File: src/rtl/srl_iter.sv
// srl_iter: multi-cycle right shifter (logical or arithmetic) for the ALU
// shift unit. Shifts the captured operand one bit per clock, so a request
// with shift amount N completes N+1 cycles after it is accepted.
//
// Ports
//   clk     rising-edge clock
//   rst     asynchronous, active-high reset
//   start   request; sampled only while idle (busy=0)
//   in      operand, captured on an accepted start
//   select  shift amount 0..WIDTH-1, captured on an accepted start
//   arith   1 = arithmetic (sign fill), 0 = logical (zero fill)
//   out     result; updated only on completion, held otherwise
//   busy    high from the cycle after accept until done asserts
//   done    single-cycle completion pulse, coincident with new out
module srl_iter #(
  parameter int unsigned WIDTH = 32,
  parameter int unsigned SHW   = 5
) (
  input  logic             clk,
  input  logic             rst,
  input  logic             start,
  input  logic [WIDTH-1:0] in,
  input  logic [SHW-1:0]   select,
  input  logic             arith,
  output logic [WIDTH-1:0] out,
  output logic             busy,
  output logic             done
);

  typedef enum logic {
    IDLE  = 1'b0,
    SHIFT = 1'b1
  } state_t;

  state_t           state;
  logic [WIDTH-1:0] acc;
  logic [SHW-1:0]   cnt;
  logic             mode;
  logic             fill;

  // Bit shifted in at the top: replicated sign for arithmetic, zero otherwise.
  always_comb begin
    fill = mode & acc[WIDTH-1];
  end

  always_ff @(posedge clk or posedge rst) begin
    if (rst) begin
      state <= IDLE;
      acc   <= '0;
      cnt   <= '0;
      mode  <= 1'b0;
      out   <= '0;
      busy  <= 1'b0;
      done  <= 1'b0;
    end else begin
      done <= 1'b0;
      case (state)
        IDLE: begin
          if (start) begin
            acc   <= in;
            cnt   <= select;
            mode  <= arith;
            busy  <= 1'b1;
            state <= SHIFT;
          end
        end
        SHIFT: begin
          if (cnt != '0) begin
            acc <= {fill, acc[WIDTH-1:1]};
            cnt <= cnt - 1'b1;
          end else begin
            out   <= acc;
            done  <= 1'b1;
            busy  <= 1'b0;
            state <= IDLE;
          end
        end
        default: state <= IDLE;
      endcase
    end
  end

endmodule

File: config.mk
export PLATFORM = sky130hd
export DESIGN_NAME = srl_iter
export DESIGN_NICKNAME = d
export VERILOG_FILES = /design/src/rtl/srl_iter.sv
export SDC_FILE = /design/constraint.sdc
export NUM_CORES = 1
export LEC_CHECK = 0
export ABC_AREA = 1
export BUFFER_PORTS_ARGS = -buffer_cell sky130_fd_sc_hd__buf_4
export CORE_UTILIZATION = 55
export DETAILED_ROUTE_END_ITERATION = 10
export PLACE_DENSITY = 0.81
export SLEW_MARGIN = 5
export SYNTH_ARGS = -nofsm -noshare
export SYNTH_HDL_FRONTEND = slang
export SYNTH_SLANG_ARGS = --single-unit
export TNS_END_PERCENT = 1
File: constraint.sdc
create_clock -name clk -period 5.85 [get_ports clk]
set_input_delay 0.585 -clock clk [delete_from_list [all_inputs] [get_ports clk]]
set_output_delay 0.585 -clock clk [all_outputs]
set_load 0.005 [all_outputs]
==> impl_results.md, run 1 <==
* Status: completed
* Worst slew pin tran at about 900 ps
* Commonest cells post-synth: nand2_1, dfrtp_1, nand3_1
* Number of routed nets with antenna violations at 0
* Final Critical Period at about 2400 ps
* Hold Path Class: primary input to register
* Final wirelength at around 7.6 mm
* Crit. End Element: register
* Peak VDD IR at ~0.00026 V
* Fmax at around 0.42 GHz
* Largest net degree at the start of global routing at 74
* Met2 Use GR at 0.413
* Main combinational cell family by area after synthesis: simple AND/OR/NAND/NOR gates
* Total power at between 2 and 2.5 mW
* Pleak at 2.34 nW
* Mux cell area share after synthesis at 0
* HP Start: arith
* Site Rows at 28
* Relative slew margins at 0.399
* #FFs+latches synth at between 70 and 80
* Core Util, Final at 0.686
* Residual DRC at 0
* First-pass GRT wire length at between 10 and 15 mm
* Top cell type by total area after synthesis: dfrtp_1
* Final GP Congestion at 0.741
* Wire per inst at between 10 and 15 µm
* RSZ-0062 raised after global routing: false
* Net Sw Frac at 0.400
* Yosys Warn Count at 0
* Crit Reg-Reg Startpoint: cnt[0]$_DFFE_PP0P_
* Hold_ws at between 400 and 500 ps
* Initial antenna violation count at 0
* Fin cells at 582
* Placed Instance Area at a little under 0.004 mm²
* Die Wd at 80.6 µm
* Die height at between 80 and 90 µm
* Crit path max-delay family: simple AND/OR/NAND/NOR gates
* Fin area at approximately 0.0041 mm²
* Worst Path Arrival at 2610 ps
* Layout cells sized above 1 at 0.195
* Detailed Place HPWL at 4.60 mm
* Vias at between 2000 and 3000
* Simple-gate share of the synthesized area at 0.381
* Post-CTS setup buffer count at 0
* GR Util met1 at 0.334
* Placed Cells at around 570
* Max_cap viols at 0
* FF+latch area at between 0.0015 and 0.002 mm²
* Cell area after synthesis at between 0.003 and 0.004 mm²
* CP startpoint kind: register
* Post-CTS Resized at 0
* Delay of the slowest critical-path stage at ~600 ps
* Drt via density at around 5.1
* Primary FF master, synth: dfrtp_1
* Top Ports at between 70 and 80
* Post-cts hold buffer count at 0
* Clock skew at approximately 5.9 ps
* Synthesized instance count at between 400 and 500
* H-tree levels at 3
* Compound-gate portion of the synthesized area at 0.0103
* Crit path cell chain: inv_1 > ha_1 > nand3_2 > nand2_2 > nand2_2 > nand2_1 > nand2_1
* Initial Util at 0.573
* Internal Power at around 1.3 mW
* Post-Syn Nets at between 400 and 500
* Final count of negative-setup-slack endpoints at 0
* FFs w/ async S/R, synth at 1.00
* Top-count cell post-synth: nand2_1
* Top-area cell type share of the netlist area at 0.538
* Post-synth EDFFs at 0
* Worst-path cell with the longest stage delay: nand2_2
* PD cells at around 550 mW/mm²
* Max-slew violations at 0
* Sequential share of the synthesized area at 0.538
* Adder-cell area share of the yosys netlist at 0.00369
* Core Footprint at 0.00592 mm²
* Library cells used by synthesis at 18
* Clk Latency, worst-skew pair at roughly 340 ps
* DR pass1 iterations at 4
* Net count reported at finish at approximately 540
* Pre-CTS setup slack at ~3500 ps
* Multi-input gate area at about 0.0013 mm²
* Top Usage Layer GRT: met2
* CP max FO at 38
* Root buffer cell: clkbuf_8
* Flop pwr share at 0.411
* Cts bufs inserted at 9
* Overflow after GRT at 0
* PortBufs at 74
* Final period utilization at 0.408
* Crit Path Category: register to register
* Power share of the clock group at 0.174
* Worst setup margin at 3460 ps
* Filler instances at 491
* Worst endpoint required time at 6070 ps
* Post-synthesis xor/xnor area fraction at 0
* Layout area overhead at 19.7%
* Comb pwr share at 0.415
* Worst-path clk slew at 70 ps
* CTS tree: done
* Clock buffer depth at 2
* Initial detailed-routing violation count at between 200 and 300
* Top cells by area, synth: dfrtp_1, nand2_1, nand3_1
* Net Sw Power at just under 900 µW
* Hold Vio Cnt, Final at 0
* Average size of a mapped cell at just under 8 µm²
* WP buf/inv at 1
* Number of global-route vias before repair at between 2000 and 3000
* Total track usage at 0.256
* Worst Setup SP: cnt[0]$_DFFE_PP0P_
* GRT met3 Usage at 0.0648
* Antenna Cells at 0
* Setup TNS at 0 ps
* Die Area at approximately 0.0065 mm²
* Clk sink count at 73
[power by group through the flow]
stage	combinational (mW)	sequential, mW	clock (mW)
floorplan	0.661	0.894	0
global placement	0.884	0.907	0
detailed placement	0.919	0.915	0
CTS	0.927	0.909	0.393
global route	1.06	0.942	0.414
finish	0.921	0.911	0.387
[layout by cell type, fill, tap and decap left out, drive strengths merged]
master    n
nand3    40
inv      11
nand2   279
bufinv    1
ha        1
dfrtp    73
o21ai     6
nor2      4
a21oi     1
buf      76
clkbuf   13
clkinv    2
[worst paths after layout]
check	to	slack, ps	cells past startpoint
max in group asynchronous	acc[18]$_DFFE_PP0P_	4750	3
worst min-delay path	mode$_DFFE_PP0P_	450	3
min in group asynchronous	out[17]$_DFFE_PP0P_	490	3
worst max-delay path	acc[10]$_DFFE_PP0P_	3460	7
worst min register to register	out[6]$_DFFE_PP0P_	470	2
worst max register to register	acc[10]$_DFFE_PP0P_	3460	7
[sequential cells by signal (all words and copies together), names as in the netlist]
name   flops
out       32
cnt        5
busy       1
done       1
mode       1
acc       32
state      1
[area by class of cell]
| class | instances | area share |
|---|---|---|
| inverters | 11 | 0.0102 |
| multi-input cells | 331 | 0.330 |
| well taps | 75 | 0.0231 |
| clock inverters | 3 | 0.00985 |
| flip-flops and latches | 73 | 0.450 |
| repair buffers | 76 | 0.140 |
| clock buffers | 13 | 0.0366 |
[worst min-delay path, stage by stage]
cell	delay [ps]
buf_4	80
nand2_1	40
o21ai_0	60
[cell families after synthesis]
| kind of cell | count (synthesis) |
|---|---|
| and+or+nand+nor | 323 |
| DFF | 73 |
| adders and majority gates | 1 |
| buffers and inverters | 36 |
| AOI/OAI and AO/OA | 7 |
[metal layers]
metal	vias up	share of wire
met5	-	0
li1	1466	-
met1	1406	0.44
met2	104	0.48
met4	0	0.013
met3	11	0.064
Power figures use the tool's default switching activity.
==> run 2: changes to the inputs <==
CORE_UTILIZATION = 49   (was 55)
PLACE_DENSITY = 0.76   (was 0.81)
clock period = 2.1 ns   (was 5.85 ns; I/O delays follow)
==> impl_results.md, run 2 (synthesis results as in run 1) <==
* Net count reported at finish at 552
* Final wirelength at 7.56 mm
* Vias at ~3000
* Layout area overhead at 21.9%
* Crit Reg-Reg Startpoint: cnt[0]$_DFFE_PP0P_
* Placed Instance Area at about 0.0040 mm²
* Largest net degree at the start of global routing at 58
* RSZ-0062 raised after global routing: false
* PortBufs at 74
* Worst Path Arrival at 1920 ps
* Site Rows at 29
* Status: completed
* Worst slew pin tran at 680 ps
* Drt via density at ~5.0
* Setup TNS at 0 ps
* RR Endpoint: acc[12]$_DFFE_PP0P_
* Die height at roughly 85 µm
* Clk sink count at 73
* Worst-path clk slew at roughly 70 ps
* Peak VDD IR at 0.000688 V
* Total track usage at 0.227
* Initial detailed-routing violation count at 183
* Commonest non-fill, non-tap cell in the layout: nand2_1
* Final count of negative-setup-slack endpoints at 0
* Worst setup margin at 390 ps
* Net Sw Power at about 2.5 mW
* Relative slew margins at 0.545
* Wire per inst at between 10 and 15 µm
* Residual DRC at 0
* Die Wd at between 80 and 90 µm
* Comb pwr share at 0.427
* Antenna Cells at 0
* Crit. End Element: register
* Worst endpoint required time at approximately 2300 ps
* Clock skew at between 7 and 8 ps
* Worst Setup SP: cnt[0]$_DFFE_PP0P_
* Fin area at 0.00414 mm²
* CTS tree: done
* Root buffer cell: clkbuf_8
* Initial antenna violation count at 0
* Fmax at 0.585 GHz
* H-tree levels at 3
* Clock buffer depth at 2
* Fin cells at slightly below 600
* Worst reg2reg setup slack at 390 ps
* Internal Power at ~3.7 mW
* PD cells at 1490 mW/mm²
* Max-slew violations at 0
* Overflow after GRT at 0
* Die Area at about 0.0073 mm²
* Top Ports at 75
* Most frequent cells in the layout: nand2_1, buf_4, dfrtp_1, nand3_1, clkbuf_8
* Core Footprint at 0.00653 mm²
* Final period utilization at 0.814
* Clk Latency, worst-skew pair at 330 ps
* Final GP Congestion at between 0.7 and 0.8
* DR pass1 iterations at 4
* Crit Path Category: register to register
* Pleak at about 2.4 nW
* Pre-CTS setup slack at a little over 400 ps
* Power share of the clock group at 0.159
* Number of routed nets with antenna violations at 0
* HP Start: arith
* Final Critical Period at between 1500 and 2000 ps
* Worst Hold Depth at 3
* Layout cells sized above 1 at 0.208
* Net Sw Frac at 0.400
* Placed Cells at ~580
* CP startpoint kind: register
* Worst-case reg-to-reg path depth at 7
* Hold Path Class: primary input to register
* Hold endpoint: mode$_DFFE_PP0P_
* Flop pwr share at 0.414
* Detailed Place HPWL at 5.04 mm
* Number of global-route vias before repair at roughly 2900
* Max_cap viols at 0
* Hold Vio Cnt, Final at 0
* Top Registers: acc (32), out (32), cnt (5)
* CP max FO at 36
* Cts bufs inserted at 9
* First-pass GRT wire length at between 10 and 15 mm
* Initial Util at 0.520
[run 2: changes by cell type in the layout (fill, tap and decap cells not counted), sizes merged]
cell	delta
buf	+7
clkinv	+1
bufinv	-1
dlygate4sd3	+1
[run 2: layout make-up]
cell class                      count  area, µm²
Sequential cell                    73       1830
Timing Repair Buffer               84        658
Clock buffer                       13        159
Fill cell                         589       2390
Multi-Input combinational cell    331       1340
Tap cell                           77       96.3
Clock inverter                      3       15.0
Inverter                           11       41.3
[run 2: power by group through the flow]
stage          Clock [mW]  Combinational (mW)  Sequential [mW]
3_5_place_dp            0                2.64             2.57
3_3_place_gp            0                2.56             2.53
2_1_floorplan           0                1.84             2.49
6_report            0.978                2.63             2.54
4_1_cts              1.00                2.65             2.54
5_1_grt              1.07                3.00             2.63
[run 2: per-stage QoR]
step	hold WS, ps	power (mW)	utilization
floorplan	331	4.33	-
global placement	215	5.09	0.606
detailed placement	224	5.21	0.606
CTS	78.9	6.20	0.634
global route	103	6.70	0.634
finish	91.3	6.15	0.634
[run 2: timing repair]
item                                   4_1_cts  5_1_grt
setup buffers                                0        0
hold buffers                                 1        0
gates resized for setup                      0        0
setup endpoints to repair                    0        0
endpoints found under the hold margin       16        0
[run 2: critical path, cell delays in order (launching register included)]
cell     delay (ps)
dfrtp_1         400
inv_1           100
ha_1            210
nand3_2         130
nand2_2          90
nand2_2         400
nand2_1         190
nand2_1          70
[run 2: worst max-delay path by stage]
stage,endpoint,cells after the start
4_1_cts,acc[12]$_DFFE_PP0P_,7
5_1_grt,acc[31]$_DFFE_PP0P_,7
3_3_place_gp,cnt[2]$_DFFE_PP0P_,7
6_report,acc[12]$_DFFE_PP0P_,7
3_5_place_dp,acc[3]$_DFFE_PP0P_,7
2_1_floorplan,acc[0]$_DFFE_PP0P_,1
[run 2: metal layers]
metal / share of wire / global-route usage
met1: 0.45 / 0.299
met2: 0.50 / 0.386
met3: 0.039 / 0.0282
met4: 0.011 / 0.0847
met5: 0 / 0
==> run 3: changes to the inputs <==
clock period = 1.5 ns   (was 2.1 ns; I/O delays follow)
==> impl_results.md, run 3 (synthesis results as in run 1) <==
* Status: completed
* PortBufs at 74
* Peak VDD IR at around 0.00098 V
* Cts bufs inserted at 9
* Top Registers: acc (32), out (32), cnt (5)
* Comb pwr share at 0.452
* Total power at 8.89 mW
* Clk sink count at 73
* Commonest non-fill, non-tap cell in the layout: nand2_1
* Clock skew at between 10 and 15 ps
* Fin cells at ~600
* CP startpoint kind: register
* Clock buffer depth at 2
* Overflow after GRT at 0
* Total track usage at 0.231
* Wire per inst at around 13 µm
* Final count of negative-setup-slack endpoints at 0
* Drt via density at between 4 and 5
* Fmax at a little over 0.7 GHz
* Worst setup margin at roughly 89 ps
* Net Sw Frac at 0.403
* Core Util, Final at 0.655
* Final wirelength at roughly 7.7 mm
* GRT met3 Usage at 0.0486
* Layout area overhead at 25.9%
* Residual DRC at 0
* Clk Latency, worst-skew pair at 350 ps
* Final period utilization at 0.941
* Initial Util at 0.520
* CP max FO at 29
* Hold Path Class: primary input to register
* Initial antenna violation count at 0
* Crit Reg-Reg Startpoint: cnt[0]$_DFFE_PP0P_
* Worst Hold Depth at 3
* First-pass GRT wire length at about 13 mm
* Die Area at 0.00726 mm²
* HP Start: arith
* Root buffer cell: clkbuf_8
* Placed Instance Area at a little over 0.004 mm²
* FF+latch area at about 0.0018 mm²
* Top Usage Layer GRT: met2
* Final GP Congestion at roughly 0.78
* DR pass1 iterations at 4
* Antenna Cells at 0
* Worst-case reg-to-reg path depth at 8
* GR Util met1 at 0.307
* CTS tree: done
* Core Footprint at approximately 0.0065 mm²
* Worst endpoint required time at about 1700 ps
* Die Wd at 85.2 µm
* Setup TNS at 0 ps
* Pleak at ~2.4 nW
* Final Critical Period at between 1000 and 1500 ps
* Detailed Place HPWL at 5.34 mm
* Pre-CTS setup slack at -39.3 ps
* Hold endpoint: mode$_DFFE_PP0P_
* Site Rows at 29
* Vias at roughly 3000
* Crit Path Category: register to register
* Filler instances at 568
* Top Ports at 75
* Net count reported at finish at ~560
* Number of routed nets with antenna violations at 0
* Most frequent cells in the layout: nand2_1, buf_4, dfrtp_1, nand3_1, clkbuf_8
* Flop pwr share at 0.403
* Power share of the clock group at 0.145
* Largest net degree at the start of global routing at 30
* Relative slew margins at 0.613
* Met2 Use GR at 0.370
* Placed Cells at just under 600
* Initial detailed-routing violation count at about 160
* RSZ-0062 raised after global routing: true
* Crit. End Element: register
* Multi-input gate area at 0.00137 mm²
* Layout cells sized above 1 at 0.225
* Worst Path Arrival at roughly 1600 ps
* Hold_ws at roughly 18 ps
* Internal Power at 5.31 mW
* Max_cap viols at 0
* Worst reg2reg setup slack at between 80 and 90 ps
* PD cells at 2080 mW/mm²
* Fin area at between 0.004 and 0.005 mm²
* Die height at about 85 µm
* Max-slew violations at 0
* Worst-path clk slew at around 80 ps
* Number of global-route vias before repair at 2846
* RR Endpoint: out[21]$_DFFE_PP0P_
* H-tree levels at 3
* Worst slew pin tran at between 500 and 600 ps
* Hold Vio Cnt, Final at 0
* Net Sw Power at ~3.6 mW
run 3: power by group through the flow:
stage	Combinational, mW	Clock [mW]	Sequential (mW)
4_1_cts	3.97	1.32	3.58
2_1_floorplan	2.58	0	3.49
3_5_place_dp	3.89	0	3.60
6_report	4.02	1.29	3.58
5_1_grt	4.57	1.40	3.70
3_3_place_gp	3.77	0	3.56
run 3: metal layers:
metal	routed length, µm	share of wire	vias to the layer above
met3	360	0.047	10
met4	109	0.014	0
li1	-	-	1505
met2	3690	0.48	87
met1	3550	0.46	1397
met5	0	0	-
run 3: final cells by class:
cell class                 instances  area share
sequential                        73       0.427
multi-input combinational        331       0.320
timing repair buffer              94       0.183
clock buffer                      12      0.0316
tap                               77      0.0225
inverter                          11      0.0105
clock inverter                     3     0.00439
run 3: worst max-delay path by stage:
stage | start | slack, ps | end | depth (start not counted)
finish | cnt[0]$_DFFE_PP0P_ | 90 | out[21]$_DFFE_PP0P_ | 8
global route | cnt[0]$_DFFE_PP0P_ | -5 | out[31]$_DFFE_PP0P_ | 8
CTS | cnt[0]$_DFFE_PP0P_ | 8 | out[21]$_DFFE_PP0P_ | 8
detailed placement | cnt[0]$_DFFE_PP0P_ | -40 | acc[27]$_DFFE_PP0P_ | 8
global placement | cnt[0]$_DFFE_PP0P_ | 50 | acc[29]$_DFFE_PP0P_ | 8
floorplan | cnt[0]$_DFFE_PP0P_ | 160 | out[0]$_DFFE_PP0P_ | 8
run 3: what timing repair did:
| action | in CTS | in global routing |
|---|---|---|
| hold endpoints to repair | 21 | 0 |
| resized for setup | 2 | 4 |
| hold buffers | 1 | 0 |
| setup endpoints to repair | 36 | 69 |
| buffers inserted | 2 | 0 |
run 3: critical path: stages (launching register included):
cell	delay [ps]
dfrtp_1	410
inv_2	100
ha_4	160
nand2_1	80
nor2_2	110
nand3_2	110
buf_12	180
nand2_1	60
nand2_1	60
